===== config.mk =====
export PLATFORM = sky130hd
export DESIGN_NAME = imem_fetch_ctrl
export DESIGN_NICKNAME = d
export VERILOG_FILES = /design/src/rtl/imem_fetch_ctrl_pkg.sv /design/src/rtl/imem_fetch_ctrl_fetch_queue.sv /design/src/rtl/imem_fetch_ctrl.sv
export SDC_FILE = /design/constraint.sdc
export NUM_CORES = 1
export LEC_CHECK = 0
export ABC_AREA = 1
export ABC_CLOCK_PERIOD_IN_PS = 3800
export BUFFER_PORTS_ARGS = -buffer_cell sky130_fd_sc_hd__buf_2
export CAP_MARGIN = 40
export CORE_MARGIN = 2
export CORE_UTILIZATION = 50
export CTS_CLUSTER_SIZE = 10
export DETAILED_ROUTE_END_ITERATION = 16
export GPL_ROUTABILITY_DRIVEN = 1
export PLACE_DENSITY_LB_ADDON = 0.3
export SLEW_MARGIN = 20
export SYNTH_ARGS = -nofsm -noshare
export SYNTH_HDL_FRONTEND = slang
export SYNTH_HIERARCHICAL = 1
export SYNTH_SLANG_ARGS = --single-unit

===== constraint.sdc =====
create_clock -name clk -period 3.8 [get_ports clk]
set_input_delay 0.95 -clock clk [delete_from_list [all_inputs] [get_ports clk]]
set_output_delay 0.95 -clock clk [all_outputs]
set_load 0.05 [all_outputs]

===== src/rtl/imem_fetch_ctrl_pkg.sv =====
// Shared types and constants for the instruction fetch sequencer.
// Instructions are 4-byte big-endian words; the FSM either fetches or sits faulted.
package imem_fetch_ctrl_pkg;

    localparam int INSTR_W     = 32;
    localparam int INSTR_BYTES = 4;

    typedef enum logic {
        ST_FETCH = 1'b0,
        ST_FAULT = 1'b1
    } state_t;

endpackage


===== src/rtl/imem_fetch_ctrl_fetch_queue.sv =====
// DEPTH-entry {pc, instr} prefetch FIFO; head is registered storage, visible the cycle after push.
// Push is ignored when full unless a pop frees the slot in the same cycle; flush wins over push/pop.
module imem_fetch_ctrl_fetch_queue
    import imem_fetch_ctrl_pkg::*;
#(
    parameter int ADDR_W = 64,
    parameter int DEPTH  = 4
) (
    input  logic                     clk,
    input  logic                     rst_n,
    input  logic                     flush,
    input  logic                     push,
    input  logic [ADDR_W-1:0]        push_pc,
    input  logic [INSTR_W-1:0]       push_instr,
    input  logic                     pop,
    output logic [ADDR_W-1:0]        head_pc,
    output logic [INSTR_W-1:0]       head_instr,
    output logic [$clog2(DEPTH):0]   count,
    output logic                     full
);

    localparam int PTR_W = $clog2(DEPTH);
    localparam int CNT_W = PTR_W + 1;

    logic [ADDR_W-1:0]  pc_mem    [DEPTH];
    logic [INSTR_W-1:0] instr_mem [DEPTH];
    logic [PTR_W-1:0]   rd_ptr;
    logic [PTR_W-1:0]   wr_ptr;
    logic               empty;
    logic               do_push;
    logic               do_pop;

    assign empty   = (count == '0);
    assign full    = (count == CNT_W'(DEPTH));
    assign do_pop  = pop & ~empty & ~flush;
    assign do_push = push & (~full | do_pop) & ~flush;

    always_ff @(posedge clk or negedge rst_n) begin
        if (!rst_n) begin
            rd_ptr <= '0;
            wr_ptr <= '0;
            count  <= '0;
        end else if (flush) begin
            rd_ptr <= '0;
            wr_ptr <= '0;
            count  <= '0;
        end else begin
            if (do_push) wr_ptr <= wr_ptr + PTR_W'(1);
            if (do_pop)  rd_ptr <= rd_ptr + PTR_W'(1);
            case ({do_push, do_pop})
                2'b10:   count <= count + CNT_W'(1);
                2'b01:   count <= count - CNT_W'(1);
                default: count <= count;
            endcase
        end
    end

    // Storage is reset so the head reads as zero straight out of reset.
    always_ff @(posedge clk or negedge rst_n) begin
        if (!rst_n) begin
            for (int i = 0; i < DEPTH; i++) begin
                pc_mem[i]    <= '0;
                instr_mem[i] <= '0;
            end
        end else if (do_push) begin
            pc_mem[wr_ptr]    <= push_pc;
            instr_mem[wr_ptr] <= push_instr;
        end
    end

    assign head_pc    = pc_mem[rd_ptr];
    assign head_instr = instr_mem[rd_ptr];

endmodule


===== src/rtl/imem_fetch_ctrl.sv =====
// Fetch sequencer: owns fetch_pc, reads combinational imem, queues words for decode (1 cycle latency).
// Fetch stalls while the queue is full and decode is not ready; redirect flushes and restarts.
module imem_fetch_ctrl
    import imem_fetch_ctrl_pkg::*;
#(
    parameter int              ADDR_W     = 64,
    parameter int              DEPTH      = 4,
    parameter logic [ADDR_W-1:0] RESET_PC = '0,
    parameter int              IMEM_BYTES = 64
) (
    input  logic                clk,
    input  logic                rst_n,
    output logic [ADDR_W-1:0]   imem_addr,
    input  logic [INSTR_W-1:0]  imem_instr,
    input  logic                redirect_valid,
    input  logic [ADDR_W-1:0]   redirect_pc,
    output logic                inst_valid,
    input  logic                inst_ready,
    output logic [INSTR_W-1:0]  inst_data,
    output logic [ADDR_W-1:0]   inst_pc,
    output logic                fault,
    output logic [ADDR_W-1:0]   fault_pc
);

    localparam logic [ADDR_W-1:0] LAST_PC = ADDR_W'(IMEM_BYTES - INSTR_BYTES);

    state_t                 state;
    state_t                 state_nxt;
    logic [ADDR_W-1:0]      fetch_pc;
    logic [ADDR_W-1:0]      fetch_pc_nxt;
    logic                   fault_nxt;
    logic [ADDR_W-1:0]      fault_pc_nxt;
    logic                   bad;
    logic                   push;
    logic                   pop;
    logic                   q_full;
    logic [$clog2(DEPTH):0] q_count;

    assign imem_addr  = fetch_pc;
    assign bad        = (fetch_pc[1:0] != 2'b00) || (fetch_pc > LAST_PC);
    assign inst_valid = (q_count != '0);
    assign pop        = inst_valid & inst_ready & ~redirect_valid;
    assign push       = (state == ST_FETCH) & ~bad & ~redirect_valid & (~q_full | pop);

    always_ff @(posedge clk or negedge rst_n) begin
        if (!rst_n) begin
            state    <= ST_FETCH;
            fetch_pc <= RESET_PC;
            fault    <= 1'b0;
            fault_pc <= '0;
        end else begin
            state    <= state_nxt;
            fetch_pc <= fetch_pc_nxt;
            fault    <= fault_nxt;
            fault_pc <= fault_pc_nxt;
        end
    end

    always_comb begin
        state_nxt    = state;
        fetch_pc_nxt = fetch_pc;
        fault_nxt    = fault;
        fault_pc_nxt = fault_pc;
        if (redirect_valid) begin
            state_nxt    = ST_FETCH;
            fetch_pc_nxt = redirect_pc;
            fault_nxt    = 1'b0;
        end else begin
            case (state)
                ST_FETCH: begin
                    if (bad) begin
                        state_nxt    = ST_FAULT;
                        fault_nxt    = 1'b1;
                        fault_pc_nxt = fetch_pc;
                    end else if (push) begin
                        // Overflow wraps silently; the range check catches it next cycle.
                        fetch_pc_nxt = fetch_pc + ADDR_W'(INSTR_BYTES);
                    end
                end
                ST_FAULT: ;
                default:  state_nxt = ST_FETCH;
            endcase
        end
    end

    imem_fetch_ctrl_fetch_queue #(
        .ADDR_W (ADDR_W),
        .DEPTH  (DEPTH)
    ) u_fetch_queue (
        .clk        (clk),
        .rst_n      (rst_n),
        .flush      (redirect_valid),
        .push       (push),
        .push_pc    (fetch_pc),
        .push_instr (imem_instr),
        .pop        (pop),
        .head_pc    (inst_pc),
        .head_instr (inst_data),
        .count      (q_count),
        .full       (q_full)
    );

endmodule


## Word-level counts from Yosys, hierarchy flattened

Index checks and enable logic that the tools add are counted.

| storage, ports and cells | value |
|---|---|
| bits in read-only memories | 0 |
| bits in writable memories | 0 |
| bits in latches | 0 |
| word-level logic and storage cells | 88 |
| register bits after elaboration | 521 |
| input bits | 100 |
| memories kept | 0 |
| output and inout port bits | 226 |

| cells by class | value |
|---|---|
| equal/unequal tests | 5 |
| bitwise gates (word level) | 18 |
| multiplexer cells | 28 |
| shifts and indexed selects | 0 |
| reductions and logical operators | 13 |
| magnitude comparators | 4 |
| divide/modulo/power cells | 0 |
| add/subtract/negate cells | 5 |
| $mul | 0 |

Operators with widths:

| operator | count |
|---|---|
| 64-bit two-way mux | 7 |
| 256-bit bitwise mux | 1 |
| 64-bit binary-select mux with 2-bit select | 1 |
| 128-bit bitwise mux | 1 |
| 64-bit demux with 2-bit select | 1 |
| 32-bit two-way mux | 3 |
| 64-bit by 3-bit adder with 64-bit output, second input constant | 1 |
| 32-bit binary-select mux with 2-bit select | 1 |
| 32-bit demux with 2-bit select | 1 |
| 64-bit by 6-bit > comparator with 1-bit output, second input constant | 1 |
| 2-bit nonzero test | 5 |
| 1-bit bitwise AND | 9 |
| 2-bit two-way mux | 4 |
| 3-bit >= comparator, second input constant | 2 |
| 1-bit two-way mux | 6 |
| 2-bit NOT with 3-bit output | 2 |
| 3-bit one-hot mux with 2 select lines | 1 |
| 3-bit AND reduction | 2 |
| 3-bit nonzero test | 2 |
| 1-bit NOT | 5 |
| 2-bit by 1-bit adder with 2-bit output, second input constant | 2 |
| 2-bit != test, second input constant | 2 |
| 3-bit by 1-bit adder with 3-bit output, second input constant | 1 |
| 3-bit equality test, second input constant | 1 |
| 10 further kinds | 11 |

## Longest topological paths before layout

Gate-level depths: netlist of the first run.

| logic depth | value |
|---|---|
| word-level depth | 11 |
| mapped depth | 20 |
| depth with buffers taken out | 19 |

## Hierarchy

The synthesis of the first run kept the hierarchy.

Modules (own cells, without submodules):

| module | seq. area each (sq um) | cells an instance | area an instance (sq um) | instances |
|---|---|---|---|---|
| imem_fetch_ctrl_fetch_queue | 9784.4 | 2272 | 18057.3 | 1 |
| imem_fetch_ctrl | 3253.1 | 626 | 5400.2 | 1 |

## Worst setup path after synthesis of the first run

No wires, ideal clock.

| timing path | value |
|---|---|
| path type | input -> register |
| start | input port redirect_valid |
| end | register u_fetch_queue.count[2] |
| library setup time | 0.119 ns |
| path buffers | 2 |
| slack | 0.700 ns |
| data arrival time | 2.981 ns |
| data required time | 3.681 ns |
| stages on the path | 19 |
| cells stage by stage | buf_2 inv_2 nand3_1 nand2_1 nand4_1 buf_2 nor2_1 inv_1 nand4_1 inv_1 fa_1 inv_1 nand2_1 nand2_1 inv_1 nand2_1 nand2_1 nand3_1 nand2_1 |

RTL lines:

| item | line | source |
|---|---|---|
| from (decl) | imem_fetch_ctrl.sv:15 | `input logic redirect_valid,` |
| 1-bit NOT (no line) * | - |  |
| 1-bit bitwise AND | imem_fetch_ctrl.sv:42 | `assign pop = inst_valid & inst_ready & ~redirect_valid;` |
| 1-bit bitwise OR | imem_fetch_ctrl.sv:43 | `assign push = (state == ST_FETCH) & ~bad & ~redirect_valid & (~q_full \| pop);` |
| 1-bit bitwise AND * | imem_fetch_ctrl.sv:43 |  |
| via push | imem_fetch_ctrl.sv:34 | `logic push;` |
| 1-bit bitwise AND * (2 in a row) | imem_fetch_ctrl_fetch_queue.sv:36 | `assign do_push = push & (~full \| do_pop) & ~flush;` |
| 2-bit by 1-bit equality test with 1-bit output or 2-bit equality test (tied branches) | imem_fetch_ctrl_fetch_queue.sv:50 | `case ({do_push, do_pop})` |
| 3-bit one-hot mux with 2 select lines | imem_fetch_ctrl_fetch_queue.sv:50 |  |
| 3-bit two-way mux | imem_fetch_ctrl_fetch_queue.sv:43 | `end else if (flush) begin` |
| to (signal assigned) | imem_fetch_ctrl_fetch_queue.sv:51 | `2'b10: count <= count + CNT_W'(1);` |
| to (signal assigned) | imem_fetch_ctrl_fetch_queue.sv:52 | `2'b01: count <= count - CNT_W'(1);` |
| to (signal assigned) | imem_fetch_ctrl_fetch_queue.sv:53 | `default: count <= count;` |
| to (decl) | imem_fetch_ctrl_fetch_queue.sv:18 | `output logic [$clog2(DEPTH):0] count,` |

Mark *: on every way through the listed nets, which the timed path passes. The rest lies on a longest branch.
A chain may end at the register's enable or synchronous reset.

## Worst setup path in the final report of the first run

| timing path | value |
|---|---|
| start | register u_fetch_queue.rd_ptr[1] |
| end | output port inst_pc[63] |

| between the ends | value |
|---|---|
| cells in the longest elaborated chain, start to end | 4 |

Ends and longest elaborated chain:

| item | line | source |
|---|---|---|
| from (decl) | imem_fetch_ctrl_fetch_queue.sv:27 | `logic [PTR_W-1:0] rd_ptr;` |
| from (signal assigned) | imem_fetch_ctrl_fetch_queue.sv:49 | `if (do_pop) rd_ptr <= rd_ptr + PTR_W'(1);` |
| 2-bit NOT with 3-bit output (implied by the code) | imem_fetch_ctrl_fetch_queue.sv:71 | `assign head_pc = pc_mem[rd_ptr];` |
| 64-bit binary-select mux with 2-bit select | imem_fetch_ctrl_fetch_queue.sv:71 |  |
| 64-bit two-way mux (implied by the code) (2 in a row) | imem_fetch_ctrl_fetch_queue.sv:71 |  |
| to (decl) | imem_fetch_ctrl.sv:20 | `output logic [ADDR_W-1:0] inst_pc,` |

Every way passes these cells. The select of a mux whose other input is x is not followed.

==> metrics.txt, run 1 <==
vias per inst about 5.7; largest net degree at the start of global routing 179; Post-Syn Area 23500 um2; Initial Util 0.505; Slew @ Worst Pin around 0.91 ns; critical path arrival 2.78 ns; top cells by count, synth nand2_1, dfrtp_1, nand3_1, o21ai_0, nor2_1; I/O Buffers 325; RSZ-0062 raised after global routing no; FFs w/ async S/R, synth 1.00; clk_lat worst skew 0.62 ns; cts hold-fix bufs 0; clock root buffer master clkbuf_16; fin. max-slew vios 0; final wirelength 72300 um; Final period util 0.982; Mapped Cells 2898; Setup-failing EPs final 0; Iteration-0 DRC Markers 2313; die width about 220 um; Post-Place Setup Slack 0.385 ns; count leader, synth nand2_1; CTS H-tree depth 2; die area 48700 um2; status complete, no violations; Rel. slew slack 0.392; Yosys warnings 6; grt total ovfl 0; GP Congestion 0.851; final setup skew 0.0207 ns; Synth area leaders dfrtp_1, nand2_1, nand3_1; fin nets 3234; PnR worst setup slack 0.0690 ns; CP Max Fanout 50; Site Rows 79; Post-Syn Nets 3004; HP Class in -> async; Mean Syn Cell Area 8.09 um2; Clock Tree Buf Depth 3; chip height 221 um; Synth top area share 0.556; DR WL/cell 19.3 um; Synth cell types 26; Worst-path clk slew ~0.060 ns; Placeable Area 46500 um2; reg2reg path depth 13; fin util 0.588; Final min period roughly 3.7 ns; ANT nets after route 0; first-pass GRT wire length 113000 um; Fin Setup TNS 0 ns; GRT Total Usage 0.295; Crit Path Class reg -> out; Post-synth top flop dfrtp_1; MaxCap Viol Count 0; total clock sinks 521; DRC Markers 0; Leak roughly 15 nW; critical path endpoint category output pin; Seq cells post-synth 521; required time worst endpoint 2.85 ns; post-synthesis sequential area ratio 0.556; via count 21342; Post-synth EDFFs 0; dpl hpwl 42200 um; CTS Buf Count between 50 and 60; area grow syn2layout 16.4%; final hold viol count 0; vias in the first global route a little over 20000; DRT Pass-1 Iters 5; Power Density 483 nW/um2; Synth area leader dfrtp_1; maximum VDD drop 0.000365 V; # IOs 326; initial antenna violation count 3; Max Freq roughly 270 MHz; CP startpoint kind register; share of layout cells above drive strength 1 0.151; CTS tree yes
==> critical path, cell delays in order, from the launching register on <==
cell	delay, ns
dfrtp_4	0.71
inv_2	0.18
buf_6	0.40
o21ai_0	0.17
o22ai_1	0.34
buf_2	0.34
==> placed cells by master, fill, tap and decap left out, drive strengths merged, types with 6 or more instances in the layout <==
cell	n
nand2	995
o22ai	96
o21ai	269
buf	392
dfrtp	521
nand4	6
clkbuf	73
a21oi	12
nand3	444
nor2	240
inv	83
==> timing repair <==
action                     4_1_cts  5_1_grt
gates resized for setup          1        0
setup endpoints to repair        5        0
buffers inserted                 0        0
==> layer usage <==
layer,up-vias,share of wire,track usage
li1,9871,-,-
met2,990,0.46,0.462
met3,140,0.089,0.0569
met4,6,0.029,0.107
met5,-,0.00055,0
met1,10335,0.42,0.410
==> power by group <==
part           switching [mW]  internal (mW)  total (mW)
Clock                    2.16           2.91        5.06
Sequential              0.214           5.72        5.93
Combinational            1.70          0.485        2.19
Total                    4.07           9.11        13.2
==> worst paths after layout <==
check | startpoint | to | slack (ns)
setup reg to reg | imem_addr[12] | u_fetch_queue/pc_mem[14] | 0.37
min in group clk | u_fetch_queue/pc_mem[170] | u_fetch_queue/pc_mem[170] | 0.46
hold / removal | rst_n | fault_pc[14] | 0.43
setup / recovery | u_fetch_queue/rd_ptr[1] | inst_pc[63] | 0.07
hold reg to reg | u_fetch_queue/pc_mem[170] | u_fetch_queue/pc_mem[170] | 0.46
max in group asynchronous | rst_n | u_fetch_queue/pc_mem[184] | 2.37
==> sequential cells by signal, indices dropped and copies added, names as in the netlist, 2 cells and up <==
register and flops:
fault_pc 64, imem_addr 64, u_fetch_queue/count 3, u_fetch_queue/instr_mem 128, u_fetch_queue/pc_mem 256, u_fetch_queue/rd_ptr 2, u_fetch_queue/wr_ptr 2
==> stage by stage <==
| stage | total power, mW | hold WS, ns | area, um2 | instances |
|---|---|---|---|---|
| floorplan | 7.44 | 0.437 | 23500 | 2898 |
| detailed placement | 8.21 | 0.453 | 25600 | 3671 |
| finish | 13.2 | 0.426 | 27300 | 3752 |
| global route | 13.7 | 0.481 | 27300 | 3750 |
| CTS | 13.3 | 0.448 | 27200 | 3747 |
| global placement | 8.18 | 0.448 | 25500 | 3668 |
==> cell type report <==
type	count	area, um2
diodes	2	5.00
clock buffers	73	1570
clock inverters	3	55.1
fillers	4129	19100
inverters	83	317
multi-input cells	2071	9110
flip-flops and latches	521	13000
well taps	607	759
repair buffers	392	2450
==> cell families (layout without fill, tap and decap cells) <==
group / Yosys count / in the layout / share of synthesized area
AND/OR/NAND/NOR: 1685 / 1685 / 0.294
flip-flops: 521 / 521 / 0.556
AO/OA/AOI/OAI: 379 / 379 / 0.0864
buffers and inverters: 306 / 551 / 0.0594
adder cells (fa/ha/maj): 6 / 6 / 0.00352
XOR/XNOR: 1 / 1 / 0.000373
other: 0 / 2 / 0
Power figures use the tool's default switching activity.
==> run 2: changes to the inputs <==
--- a/config.mk
+++ b/config.mk
@@ -10,7 +10,7 @@
 export BUFFER_PORTS_ARGS = -buffer_cell sky130_fd_sc_hd__buf_2
 export CAP_MARGIN = 40
 export CORE_MARGIN = 2
-export CORE_UTILIZATION = 50
+export CORE_UTILIZATION = 54
 export CTS_CLUSTER_SIZE = 10
 export DETAILED_ROUTE_END_ITERATION = 16
 export GPL_ROUTABILITY_DRIVEN = 1
==> run 2 against run 1 <==
  * Via count up 0.65%
  * Final area down 0.99%
  * Critical path depth down 1
  * Die area down 7.3%
  * Cell count down 1.1%
  * Total power down 1.2%
  * First-iteration DRC count up 14%
  * Utilization up 4.1 points
  * Sequential share of layout area up 0.47 points
  * Routed wire length down 1.2%
  * Clock power down 3%
  * Clock-buffer cell count down 3
==> metrics.txt, run 2 (synthesized netlist as in run 1, its figures left out) <==
required time worst endpoint 2.85 ns; RSZ-0062 raised after global routing no; CP startpoint kind register; GP Congestion 0.840; critical path arrival approximately 2.7 ns; CTS tree yes; Placeable Area 43000 um2; Final min period 3.63 ns; share of layout cells above drive strength 1 0.147; post-CTS resize count 0; reg2reg setup slack 0.27 ns; ANT nets after route 0; CP peak stage delay 0.68 ns; max FFs per register 256; GRT Total Usage 0.314; total power ~13 mW; Regs by FF count u_fetch_queue/pc_mem: 256 flops, u_fetch_queue/instr_mem: 128 flops; CTS Buf Count 59; CP Max Fanout 78; DRT Pass-1 Iters 5; dpl hpwl 41500 um; grt total ovfl 0; antenna cells 0; Leak 15.1 nW; # IOs 326; post-CTS setup buffer count 0; die width 212 um; Power Density between 400 and 500 nW/um2; Clock Tree Buf Depth 3; Final period util 0.956; Crit Path Class reg -> out; I/O Buffers 325; most frequent cells in the layout nand2_1, dfrtp_1, nand3_1; largest net degree at the start of global routing 180; MaxCap Viol Count 0; DR WL/cell 19.2 um; clock root buffer master clkbuf_16; final wirelength 71400 um; via count 21480; final setup skew 0.0183 ns; vias per inst just under 6; Site Rows 76; Post-Place Setup Slack 0.331 ns; maximum VDD drop 0.000357 V; initial antenna violation count 1; Setup-failing EPs final 0; DRC Markers 0; Worst-path clk slew 0.06 ns; status complete, no violations; Slew @ Worst Pin slightly below 0.9 ns; vias in the first global route a little over 20000; Max Freq 275 MHz; commonest non-fill, non-tap cell in the layout nand2_1; cts hold-fix bufs 0; HP Class in -> async; PnR worst setup slack 0.167 ns; die area 45100 um2; # fillers 3762; CP max stage cell buf_4; Fin Setup TNS 0 ns; CTS H-tree depth 2; CP cell instances buf_4 -> o21ai_0 -> o22ai_1 -> buf_2; Most flops, register u_fetch_queue/pc_mem; total clock sinks 521; area grow syn2layout 15.3%; clk_lat worst skew 0.62 ns; critical path endpoint category output pin; Iteration-0 DRC Markers 2643; fin. max-slew vios 0; Rel. slew slack 0.414; Initial Util 0.546; first-pass GRT wire length 112000 um; Buf/Inv on CP 2; fin nets 3220; final hold viol count 0; CP top delay family buffers and inverters; chip height 212 um; fin util 0.629
run 2: cell types whose count changed in the layout (fill, tap and decap cells not counted), sizes merged:
cell / delta
bufinv: -1
clkinv: +1
diode: -2
clkbuf: -3
buf: -14
run 2: stage by stage:
stage          hold slack (ns)  instance area (um2)  instances
2_1_floorplan            0.437                23500       2898
3_3_place_gp             0.447                25400       3636
3_5_place_dp             0.453                25400       3636
4_1_cts                  0.354                27000       3709
5_1_grt                  0.358                27000       3711
6_report                 0.315                27000       3711
run 2: path summary, 6_finish.rpt:
| check | depth (start not counted) | start | end |
|---|---|---|---|
| hold / removal | 1 | rst_n | u_fetch_queue/instr_mem[123] |
| setup / recovery | 4 | u_fetch_queue/rd_ptr[0] | inst_pc[36] |
| max in group asynchronous | 2 | rst_n | u_fetch_queue/instr_mem[90] |
| setup reg to reg | 13 | imem_addr[6] | u_fetch_queue/pc_mem[37] |
| hold reg to reg | 2 | u_fetch_queue/instr_mem[32] | u_fetch_queue/instr_mem[32] |
| min in group clk | 2 | u_fetch_queue/instr_mem[32] | u_fetch_queue/instr_mem[32] |
run 2: area by class of cell:
cell class	instances	area (um2)	area share
multi-input cells	2071	9110	0.337
well taps	585	732	0.0271
repair buffers	378	2270	0.0840
inverters	83	317	0.0117
flip-flops and latches	521	13000	0.482
clock buffers	70	1530	0.0565
clock inverters	3	41.3	0.00153
run 2: metal layers:
| metal | wire [um] | share of wire | global-route usage | up-vias |
|---|---|---|---|---|
| li1 | - | - | - | 9836 |
| met1 | 29500 | 0.41 | 0.433 | 10409 |
| met2 | 33400 | 0.47 | 0.494 | 1094 |
| met3 | 6470 | 0.091 | 0.0555 | 139 |
| met4 | 2080 | 0.029 | 0.125 | 2 |
| met5 | 13 | 0.00018 | 0 | - |
run 2: power breakdown:
group          total [mW]  switching, mW  internal, mW  leakage, nW
logic                2.16           1.69         0.471         7.29
registers            5.95          0.225          5.72         7.06
clock network        4.93           2.15          2.78        0.764
total                13.0           4.07          8.97         15.1
==> run 3: changes to the inputs <==
--- a/config.mk
+++ b/config.mk
@@ -7,7 +7,7 @@
 export LEC_CHECK = 0
 export ABC_AREA = 1
 export ABC_CLOCK_PERIOD_IN_PS = 3800
-export BUFFER_PORTS_ARGS = -buffer_cell sky130_fd_sc_hd__buf_2
+export BUFFER_PORTS_ARGS = -buffer_cell sky130_fd_sc_hd__buf_4
 export CAP_MARGIN = 40
 export CORE_MARGIN = 2
 export CORE_UTILIZATION = 54
==> run 3 against run 2 <==
  * Clock power is essentially flat
  * Clock-buffer cell count is 2 lower
  * Global-route usage up 0.96 points
  * Critical path type unchanged
  * Final area rose by 3.0%
  * Combinational power is 9.7% higher
==> metrics.txt, run 3 (synthesized netlist as in run 1, its figures left out) <==
status complete, no violations; reg2reg path depth 13; WHS 0.336 ns; critical path arrival 2.58 ns; RSZ-0062 raised after global routing no; total clock sinks 521; most numerous cell on the critical path buf_4; DRC Markers 0; Post-Place Setup Slack 0.358 ns; fin. max-slew vios 0; CTS tree yes; DR WL/cell between 15 and 20 um; chip height 212 um; share of layout cells above drive strength 1 0.149; Fin Setup TNS 0 ns; GRT Total Usage 0.323; first-pass GRT wire length ~110000 um; die width 212 um; Initial Util 0.546; Worst-path clk slew 0.06 ns; CP cell instances buf_4 -> o21ai_0 -> o22ai_1 -> buf_4; Reg-to-Reg End u_fetch_queue/pc_mem[42]; clk_lat worst skew 0.62 ns; ANT nets after route 0; cts hold-fix bufs 0; total power approximately 13 mW; Final min period around 3.5 ns; CP Max Fanout 65; Site Rows 76; vias in the first global route 21265; DRT Pass-1 Iters 6; initial antenna violation count 0; CP max stage cell buf_4; CP top delay family buffers and inverters; Crit Reg-Reg Startpoint imem_addr[6]; Max Freq 283 MHz; post-CTS resize count 0; Final period util 0.929; die area roughly 45000 um2; required time worst endpoint 2.85 ns; max FFs per register 256; Power Density ~480 nW/um2; commonest non-fill, non-tap cell in the layout nand2_1; vias per inst 5.83; number of cells after detailed placement 3642; most frequent cells in the layout nand2_1, dfrtp_1, nand3_1; final wirelength 72600 um; CP startpoint kind register; Clock Tree Buf Depth 3; reg2reg setup slack roughly 0.32 ns; largest net degree at the start of global routing between 100 and 150; PnR worst setup slack between 0.2 and 0.3 ns; final setup skew between 0.02 and 0.025 ns; Most flops, register u_fetch_queue/pc_mem; area grow syn2layout 18.8%; # fillers 3615; MaxCap Viol Count 0; Buf/Inv on CP 2; Slew @ Worst Pin 0.879 ns; dpl hpwl 42100 um; critical path endpoint category output pin; Setup-failing EPs final 0; antenna cells 0; via count 21646; Placeable Area 43000 um2; clock root buffer master clkbuf_16; post-CTS setup buffer count 0; fin nets 3225; final cell count without fillers approximately 3700; CP peak stage delay between 0.5 and 0.6 ns; Regs by FF count u_fetch_queue/pc_mem: 256 flops, u_fetch_queue/instr_mem: 128 flops; grt total ovfl 0; GP Congestion 0.867; Leak 15.3 nW; # IOs around 330; HP Class in -> async; CTS Buf Count 59; I/O Buffers 325; CTS H-tree depth 2; Iteration-0 DRC Markers 2608; Rel. slew slack 0.414; final hold viol count 0; maximum VDD drop 0.000335 V; Crit Path Class reg -> out
run 3: worst max path at each step:
stage / from / end / slack, ns / cells after the start
after floorplan: redirect_valid / u_fetch_queue/count[2] / 0.70 / 19
after global placement: imem_addr[6] / u_fetch_queue/pc_mem[40] / 0.41 / 13
after detailed placement: imem_addr[6] / u_fetch_queue/pc_mem[125] / 0.36 / 13
after CTS: u_fetch_queue/rd_ptr[0] / inst_pc[63] / 0.31 / 5
after global routing: imem_addr[6] / u_fetch_queue/pc_mem[42] / 0.12 / 13
final: u_fetch_queue/rd_ptr[0] / inst_pc[26] / 0.27 / 4
run 3: cell type report:
class | instances | area (um2) | area share
sequential | 521 | 13000 | 0.468
clock buffer | 68 | 1540 | 0.0553
timing repair buffer | 383 | 3080 | 0.111
clock inverter | 3 | 41.3 | 0.00148
multi-input combinational | 2071 | 9110 | 0.327
inverter | 83 | 317 | 0.0114
tap | 585 | 732 | 0.0263
run 3: routing by layer:
layer	wire, um	up-vias	global-route usage	share of wire
met5	0	-	0	0
met4	1960	0	0.108	0.027
met3	6700	153	0.0654	0.092
met2	34200	1148	0.516	0.47
met1	29700	10493	0.444	0.41
li1	-	9852	-	-
run 3: metrics by stage:
step,area (um2),utilization
floorplan,23500,-
detailed placement,26300,0.611
global route,27900,0.648
finish,27900,0.648
global placement,26300,0.611
CTS,27800,0.648
run 3: where the power goes:
| group | switching, mW | internal, mW | total (mW) | leakage [nW] |
|---|---|---|---|---|
| clock | 2.14 | 2.81 | 4.95 | 0.774 |
| combinational | 1.72 | 0.654 | 2.37 | 7.46 |
| sequential | 0.217 | 5.72 | 5.94 | 7.06 |
| total | 4.08 | 9.18 | 13.3 | 15.3 |
